[src/rtl/freq_counter_pkg.sv]
// freq_counter_pkg: shared state encoding, range thresholds and gate-period helper for the frequency counter
package freq_counter_pkg;
  localparam logic [1:0] ST_LOAD = 2'd0, ST_SETTLE = 2'd1, ST_MEASURE = 2'd2, ST_DECIDE = 2'd3;
  typedef enum logic [1:0] {
    LOAD    = ST_LOAD,
    SETTLE  = ST_SETTLE,
    MEASURE = ST_MEASURE,
    DECIDE  = ST_DECIDE
  } state_t;
  localparam int NUM_RANGES = 3;
  localparam int COUNT_HIGH = 100;
  localparam int COUNT_LOW = 10;
  function automatic int range_period(int base, int r);
    int p = base + 1;
    for (int i = 0; i < r; i++) p = p / 10;
    return p - 1;
  endfunction
endpackage

[src/rtl/frequency_autorange_ctrl_if.sv]
// frequency_autorange_ctrl_if: result/manual inputs and period/range outputs of the autorange controller
interface frequency_autorange_ctrl_if #(parameter int BITS = 12);
  logic            result_valid;
  logic [6:0]      result_count;
  logic            manual_en;
  logic [1:0]      manual_range;
  logic [BITS-1:0] period;
  logic            period_load;
  logic [1:0]      range;
  logic            settling;
  modport master (
    output result_valid, result_count, manual_en, manual_range,
    input  period, period_load, range, settling
  );
  modport slave (
    input  result_valid, result_count, manual_en, manual_range,
    output period, period_load, range, settling
  );
endinterface

[src/rtl/frequency_autorange_ctrl.sv]
// frequency_autorange_ctrl: picks one of three decade gate periods from completed window counts.
// Define AUTORANGE_HOLD_EN to require HOLD_WINDOWS consecutive low counts before stepping down.
module frequency_autorange_ctrl
  import freq_counter_pkg::*;
#(
  parameter int BITS = 12,
  parameter int BASE_PERIOD = 1199,
  parameter int HOLD_WINDOWS = 3
) (
  input logic clk,
  input logic reset,
  frequency_autorange_ctrl_if.slave bus
);
  localparam logic [1:0] TOP = 2'(NUM_RANGES - 1);
  localparam logic [BITS-1:0] P0 = BITS'(range_period(BASE_PERIOD, 0));
  localparam logic [BITS-1:0] P1 = BITS'(range_period(BASE_PERIOD, 1));
  localparam logic [BITS-1:0] P2 = BITS'(range_period(BASE_PERIOD, 2));
  state_t state_q, state_d;
  logic [1:0] range_q, range_d, man_range;
  logic [6:0] count_q;
  logic step_up, step_down, hold_done;
  assign man_range = bus.manual_range == 2'd3 ? TOP : bus.manual_range;
  assign step_up = count_q >= 7'(COUNT_HIGH) && range_q != TOP;
  assign step_down = count_q < 7'(COUNT_LOW) && range_q != 2'd0 && hold_done;
  always_ff @(posedge clk) begin
    state_q <= reset ? LOAD : state_d;
    range_q <= reset ? 2'd0 : range_d;
    if (state_q == MEASURE && bus.result_valid) count_q <= bus.result_count;
  end
  always_comb begin
    state_d = state_q;
    range_d = range_q;
    case (state_q)
      LOAD:    state_d = SETTLE;
      SETTLE:  state_d = bus.result_valid ? MEASURE : SETTLE;
      MEASURE: begin
        range_d = bus.manual_en ? man_range : range_q;
        state_d = range_d != range_q ? LOAD : bus.result_valid ? DECIDE : MEASURE;
      end
      DECIDE:  begin
        range_d = bus.manual_en ? man_range :
                  step_up       ? range_q + 2'd1 :
                  step_down     ? range_q - 2'd1 : range_q;
        state_d = range_d != range_q ? LOAD : MEASURE;
      end
    endcase
  end
`ifdef AUTORANGE_HOLD_EN
  localparam int HW = $clog2(HOLD_WINDOWS + 1);
  logic [HW-1:0] hold_q;
  assign hold_done = hold_q == HW'(HOLD_WINDOWS - 1);
  // only low counts seen at a range that can still step down accumulate
  always_ff @(posedge clk)
    if (reset || bus.manual_en || range_d != range_q) hold_q <= '0;
    else if (state_q == DECIDE) hold_q <= count_q < 7'(COUNT_LOW) && range_q != 2'd0 ? hold_q + 1'b1 : '0;
`else
  localparam int unused_hold_windows = HOLD_WINDOWS;
  assign hold_done = 1'b1;
`endif
  assign bus.period = range_q == 2'd0 ? P0 : range_q == 2'd1 ? P1 : P2;
  assign bus.period_load = state_q == LOAD && !reset;
  assign bus.range = range_q;
  assign bus.settling = state_q == SETTLE;
endmodule
[src/flat_wrapper.sv]
// flat-port wrapper written by rule: the top's interface ports become plain ports
module frequency_autorange_ctrl_flat import freq_counter_pkg::*;
#(
  parameter int BITS = 12,
  parameter int BASE_PERIOD = 1199,
  parameter int HOLD_WINDOWS = 3
)
  (clk, reset, bus_result_valid, bus_result_count, bus_manual_en, bus_manual_range, bus_period, bus_period_load, bus_range, bus_settling);
  frequency_autorange_ctrl_if #(.BITS(BITS)) bus_i ();
  input logic clk;
  input logic reset;
  input wire logic [$bits(bus_i.result_valid)-1:0] bus_result_valid;
  input wire logic [$bits(bus_i.result_count)-1:0] bus_result_count;
  input wire logic [$bits(bus_i.manual_en)-1:0] bus_manual_en;
  input wire logic [$bits(bus_i.manual_range)-1:0] bus_manual_range;
  output wire logic [$bits(bus_i.period)-1:0] bus_period;
  output wire logic [$bits(bus_i.period_load)-1:0] bus_period_load;
  output wire logic [$bits(bus_i.range)-1:0] bus_range;
  output wire logic [$bits(bus_i.settling)-1:0] bus_settling;
  assign bus_i.result_valid = bus_result_valid;
  assign bus_i.result_count = bus_result_count;
  assign bus_i.manual_en = bus_manual_en;
  assign bus_i.manual_range = bus_manual_range;
  assign bus_period = bus_i.period;
  assign bus_period_load = bus_i.period_load;
  assign bus_range = bus_i.range;
  assign bus_settling = bus_i.settling;
  frequency_autorange_ctrl #(.BITS(BITS), .BASE_PERIOD(BASE_PERIOD), .HOLD_WINDOWS(HOLD_WINDOWS)) u_core (.clk(clk), .reset(reset), .bus(bus_i));
endmodule
[config.mk]
export PLATFORM = sky130hd
export DESIGN_NAME = frequency_autorange_ctrl_flat
export DESIGN_NICKNAME = d
export VERILOG_FILES = /design/src/rtl/freq_counter_pkg.sv /design/src/rtl/frequency_autorange_ctrl_if.sv /design/src/rtl/frequency_autorange_ctrl.sv /design/src/flat_wrapper.sv
export SDC_FILE = /design/constraint.sdc
export NUM_CORES = 1
export LEC_CHECK = 0
export CORE_MARGIN = 3
export CORE_UTILIZATION = 40
export DETAILED_ROUTE_END_ITERATION = 6
export PLACE_DENSITY = 0.74
export SYNTH_ARGS = -nofsm -noshare
export SYNTH_HDL_FRONTEND = slang
export SYNTH_SLANG_ARGS = --single-unit
[constraint.sdc]
create_clock -name clk -period 1.8 [get_ports clk]
set_input_delay 0.54 -clock clk [delete_from_list [all_inputs] [get_ports clk]]
set_output_delay 0.54 -clock clk [all_outputs]
set_load 0.01 [all_outputs]
==> results.toml, run 1 <==
[floorplanning]
ios = 29
start_util_pct = 43.6
die-area_um2 = 2210
die_h_um = 47.0
num_rows = 14
coreArea_um2 = 1540
die_w_um = 47.0

[power]
p_clk_share_pct = 29.4
powerDensity_nw_per_um2 = 587
pwr-share-comb_pct = 24.8
p_sw_share_pct = 27.2
peakVddDrop_mv = 0.406
p_sw_w = 0.000153
p_int_w = 0.000409
p_seq_share_pct = 45.9
p_leak_nw = 0.391

[cells_and_area]
multiInputGateArea_um2 = 343
drive_gt1_share_pct = 26.3
fill_cells = 131
final_cell_mix = "clkdlybuf4s50_1, buf_4, edfxtp_1"
synthToLayoutAreaGrowth_pct = 42.5
diodes = 0
design_area_um2 = 957
nets = 117
seq_area_um2 = 263

[synthesis]
syn_area_per_cell_um2 = 9.60
ys_seq_area_share_pct = 38.7
synthCells = 70
ys_ff_latch = 10
synth_warnings = 0
synth_area_um2 = 672
synth.distinct_cells = 37

[timing]
period_needed_ns = 1.76
fmax_mhz = 567
fin_tns_setup_ns = 0
hold_viol_final = 0
setup_viol = 0
hold_slack_ns = 0.646
drv_slew = 0
rsz0062_at_grt = "true"
fin_crit_sh_pct = 98.0
skew_ns = 0.00316

[placed_design]
port_buffers = 22
place_hpwl_um = 1080
dpl_cell_area_um2 = 937
gp_congestion = 0.729

[route]
first_pass_iters = 4
routed_wl_um = 1360
drt_iter0_drc = 12
vias_per_cell = 5.34
drc_errors = 0
routed-via-count = 614
wl_per_cell_um = 11.8
final_antenna_net_count = 0

[global_routing]
grt_pass1_vias = 517
grt_pass1_wl_um = 2170
track_usage_pct = 13.7
antenna_found_initial = 0
grt_start_max_net_pins = 11
gr-total-overflow = 0

[setup_path]
r2r-start = "u_core.bus.range[0]"
crit_path_end = "bus_period_load"
r2r_end = "u_core.bus.range[1]"
arrival_ns = 1.22
end_kind = "output pin"
reg2reg_slack_ns = 0.25
reg2reg_depth = 7
worstPathMaxFanout = 2
crit_required_ns = 1.26
critPathKind = "input pin to output pin"
worstSetupStartpoint = "reset"
cp-start-kind = "input pin"

[clock_tree]
cts-root-buf = "clkbuf_4"
htreeDepth = 1
cts_setup_buffers = 0
clk_latency_ns = 0.27
cts_buffers = 3
cts.sinks = 10
path_clk_slew_ns = 0.07
cts_tree = "yes"
cts_buffer_depth = 2

[min_path]
hp-class = "flip-flop to flip-flop"

[flow_run]
max_cap_violations = 0

[run_status]
outcome = "completed"
[routing by layer]
metal / GRT usage (%) / vias up / share of wire [%]
met1: 17.9 / 277 / 45
met5: 0 / - / 0
met3: 2.30 / 4 / 6.9
met4: 6.63 / 0 / 1.8
met2: 22.0 / 25 / 46
li1: - / 308 / -
[worst max-delay path, cell delays in order]
cell and delay, ns:
clkdlybuf4s50_1 0.43, nor3_2 0.11, buf_2 0.15
[registers in the layout, summed over array words and instances (netlist names)]
register	cells
u_core.count_q	6
u_core.bus.range	2
u_core.state_q	2
[cells in the mapped netlist, drive strengths merged]
library cell | n | area, um^2
a21oi | 2 | 10.0
a221oi | 1 | 8.76
a2bb2oi | 1 | 8.76
a311o | 1 | 10.0
a31oi | 1 | 6.26
a32oi | 1 | 8.76
and3 | 1 | 6.26
and3b | 1 | 8.76
and4b | 1 | 10.0
buf | 8 | 60.1
clkbuf | 3 | 11.3
conb | 2 | 7.51
dfxtp | 4 | 80.1
edfxtp | 6 | 180
ha | 4 | 50.1
inv | 5 | 18.8
mux2i | 1 | 10.0
nand2 | 2 | 7.51
nand2b | 1 | 6.26
nand3 | 1 | 5.00
nand3b | 1 | 7.51
nor2 | 1 | 3.75
nor2b | 2 | 12.5
nor3 | 2 | 15.0
nor3b | 1 | 7.51
nor4 | 3 | 18.8
nor4bb | 1 | 10.0
o2111ai | 1 | 8.76
o211ai | 1 | 7.51
o21ai | 5 | 25.0
o221ai | 1 | 8.76
o22ai | 1 | 6.26
o41a | 1 | 11.3
or2 | 1 | 6.26
xnor2 | 1 | 8.76
[final cells by class]
cell class	instances	area share, %
Clock buffer	3	2.35
Clock inverter	1	0.392
Inverter	5	1.96
Multi-Input combinational cell	47	35.8
Sequential cell	10	27.5
Tap cell	16	2.09
Timing Repair Buffer	33	29.9
[kinds of logic after synthesis]
logic type / share of synthesized area, %
fa+ha+maj: 7.45
flops: 38.7
buf+inv: 13.4
simple gates: 18.6
other cells: 1.12
mux: 1.49
xor+xnor: 1.30
compound gates: 17.9
[power groups by stage]
stage,combinational (W),sequential (W),clock (W)
4_1_cts,0.000138,0.000257,0.000164
6_report,0.000139,0.000258,0.000165
3_3_place_gp,0.000141,0.000262,0
3_5_place_dp,0.000143,0.000262,0
5_1_grt,0.000153,0.000259,0.000176
2_1_floorplan,0.0000733,0.000263,0
[worst min-delay path by stage]
stage,slack (ns),cells past startpoint,startpoint,endpoint
global route,0.69,2,u_core.state_q[0],u_core.state_q[0]
floorplan,0.58,2,u_core.bus.range[0],u_core.bus.range[0]
detailed placement,0.63,2,u_core.state_q[0],u_core.state_q[0]
CTS,0.64,2,u_core.state_q[0],u_core.state_q[0]
global placement,0.62,2,u_core.state_q[0],u_core.state_q[0]
finish,0.65,2,u_core.state_q[0],u_core.state_q[0]
[metrics by stage]
step | power [W] | setup slack, ns | cells | util, %
after detailed placement | 0.000405 | -0.428 | 111 | 60.8
after global placement | 0.000403 | -0.387 | 111 | 60.8
final | 0.000562 | 0.0364 | 115 | 62.1
after global routing | 0.000587 | -0.0404 | 115 | 62.1
after floorplan | 0.000337 | 0.0207 | 73 | -
after CTS | 0.000559 | -0.00395 | 115 | 62.0
[repair_timing]
item	CTS	global route
hold buffers	0	0
hold endpoints to repair	0	0
gates resized for setup	24	9
endpoints found under the setup margin	11	8
pin swaps	0	1
Note: power is estimated with default switching activity, not from simulation.
==> inputs of run 2 (changes only) <==
--- a/config.mk
+++ b/config.mk
@@ -5,6 +5,7 @@
 export SDC_FILE = /design/constraint.sdc
 export NUM_CORES = 1
 export LEC_CHECK = 0
+export ABC_CLOCK_PERIOD_IN_PS = 1800
 export CORE_MARGIN = 3
 export CORE_UTILIZATION = 40
 export DETAILED_ROUTE_END_ITERATION = 6
==> results of run 2 <==
The final DEF is identical to that of run 1; final timing and power are the same.
==> inputs of run 3 (changes only) <==
--- a/config.mk
+++ b/config.mk
@@ -9,6 +9,7 @@
 export CORE_MARGIN = 3
 export CORE_UTILIZATION = 40
 export DETAILED_ROUTE_END_ITERATION = 6
+export MAX_ROUTING_LAYER = met4
 export PLACE_DENSITY = 0.74
 export SYNTH_ARGS = -nofsm -noshare
 export SYNTH_HDL_FRONTEND = slang
==> run 3 against run 2 <==
Net effect:
- die area unchanged
- sequential power about the same
- global-route usage up 0.44 points
- setup slack unchanged
- utilization unchanged
- clock-buffer cell count unchanged
- via count unchanged
- first-iteration DRC count unchanged
- routed wire length unchanged
==> results.toml, run 3 (synthesis results as in run 1) <==
[run_status]
outcome = "completed"

[route]
routed-via-count = 614
wl_per_cell_um = 11.8
final_antenna_net_count = 0
routed_wl_um = 1360
first_pass_iters = 4
vias_per_cell = 5.34
drc_errors = 0
drt_iter0_drc = 12

[placed_design]
port_buffers = 22
place_hpwl_um = 1080
gp_congestion = 0.738
dpl_cell_area_um2 = 937

[floorplanning]
ios = 29
die_h_um = 47.0
coreArea_um2 = 1540
num_rows = 14
die_w_um = 47.0
die-area_um2 = 2210
start_util_pct = 43.6

[global_routing]
grt_pass1_wl_um = 2160
gr-total-overflow = 0
track_usage_pct = 14.2
grt_start_max_net_pins = 11
grt_pass1_vias = 517
antenna_found_initial = 0

[cells_and_area]
final_cell_mix = "clkdlybuf4s50_1, buf_4, edfxtp_1"
drive_gt1_share_pct = 26.3
largest_reg_flops = 6
regMostFlops = "u_core.count_q"
nets = 117
diodes = 0
synthToLayoutAreaGrowth_pct = 42.5
design_area_um2 = 957
fill_cells = 131

[setup_path]
r2r-start = "u_core.bus.range[0]"
end_kind = "output pin"
cp_cell_sequence = "clkdlybuf4s50_1 -> nor3_2 -> buf_2"
cp-start-kind = "input pin"
worstPathMaxFanout = 2
crit_required_ns = 1.26
cp_top_family = "buffers and inverters"
arrival_ns = 1.22
critPathBufInv = 2
max_stage_delay_ns = 0.43
critPathKind = "input pin to output pin"
worstSetupStartpoint = "reset"
slowest_stage = "clkdlybuf4s50_1"

[timing]
rsz0062_at_grt = "true"
setup_viol = 0
fin_crit_sh_pct = 98.0
hold_slack_ns = 0.646
period_needed_ns = 1.76
drv_slew = 0
fin_tns_setup_ns = 0
skew_ns = 0.00324
hold_viol_final = 0
fmax_mhz = 567

[clock_tree]
cts-root-buf = "clkbuf_4"
cts_buffer_depth = 2
clk_latency_ns = 0.27
cts_buffers = 3
cts.sinks = 10
htreeDepth = 1
holdBufCountCts = 0
cts_tree = "yes"
path_clk_slew_ns = 0.07

[power]
peakVddDrop_mv = 0.405
p_leak_nw = 0.391
powerDensity_nw_per_um2 = 587

[min_path]
hp-start = "u_core.state_q[0]"
hp-class = "flip-flop to flip-flop"

[flow_run]
max_cap_violations = 0
-- run 3: cell counts in the layout (fill, tap and decap cells not counted) --
No cell type changed its count.
-- run 3: per-layer routing --
| layer | track usage (%) | part of all wire (%) | vias to the layer above | routed length (um) |
|---|---|---|---|---|
| li1 | - | - | 308 | - |
| met1 | 17.9 | 45 | 277 | 605 |
| met2 | 22.0 | 46 | 25 | 630 |
| met3 | 2.30 | 6.9 | 4 | 94 |
| met4 | 6.63 | 1.8 | 0 | 25 |
| met5 | - | 0 | - | 0 |
-- run 3: per-stage QoR --
step                      power, W  utilization [%]  setup slack (ns)  instances
final                     0.000562             62.1            0.0364        115
after CTS                 0.000559             62.0          -0.00395        115
after detailed placement  0.000405             60.8            -0.428        111
after global placement    0.000403             60.8            -0.387        111
after global routing      0.000587             62.1           -0.0404        115
after floorplan           0.000337                -            0.0207         73
-- run 3: area by class of cell --
| type | count | area (um^2) | area share [%] |
|---|---|---|---|
| multi-input combinational | 47 | 343 | 35.8 |
| timing repair buffer | 33 | 287 | 29.9 |
| sequential | 10 | 263 | 27.5 |
| clock buffer | 3 | 22.5 | 2.35 |
| tap | 16 | 20.0 | 2.09 |
| inverter | 5 | 18.8 | 1.96 |
| clock inverter | 1 | 3.75 | 0.392 |
-- run 3: final timing paths --
check	depth (start not counted)	end	slack [ns]
worst min register to register	2	u_core.state_q[0]	0.65
worst max register to register	7	u_core.bus.range[1]	0.25
worst min-delay path	2	u_core.state_q[0]	0.65
worst max-delay path	3	bus_period_load	0.04
-- run 3: power breakdown --
| group | switching [W] | internal [W] | total, W | leakage, nW |
|---|---|---|---|---|
| clock network | 0.0000847 | 0.0000803 | 0.000165 | 0.0154 |
| registers | 0.00000593 | 0.000252 | 0.000258 | 0.0880 |
| logic | 0.0000622 | 0.0000768 | 0.000139 | 0.288 |
-- run 3: worst register-to-register path, delay by kind of cell (launching register included) --
family / cells / cell delay [ns]
compound gates: 3 / 0.50
buf+inv: 2 / 0.19
simple gates: 1 / 0.21
flops: 1 / 0.34
fa+ha+maj: 1 / 0.18
-- run 3: what timing repair did --
| item | CTS | global route |
|---|---|---|
| endpoints found under the setup margin | 11 | 8 |
| pin swaps | 0 | 1 |
| gates resized for setup | 24 | 9 |
| endpoints found under the hold margin | 0 | 0 |
| buffers inserted | 0 | 0 |
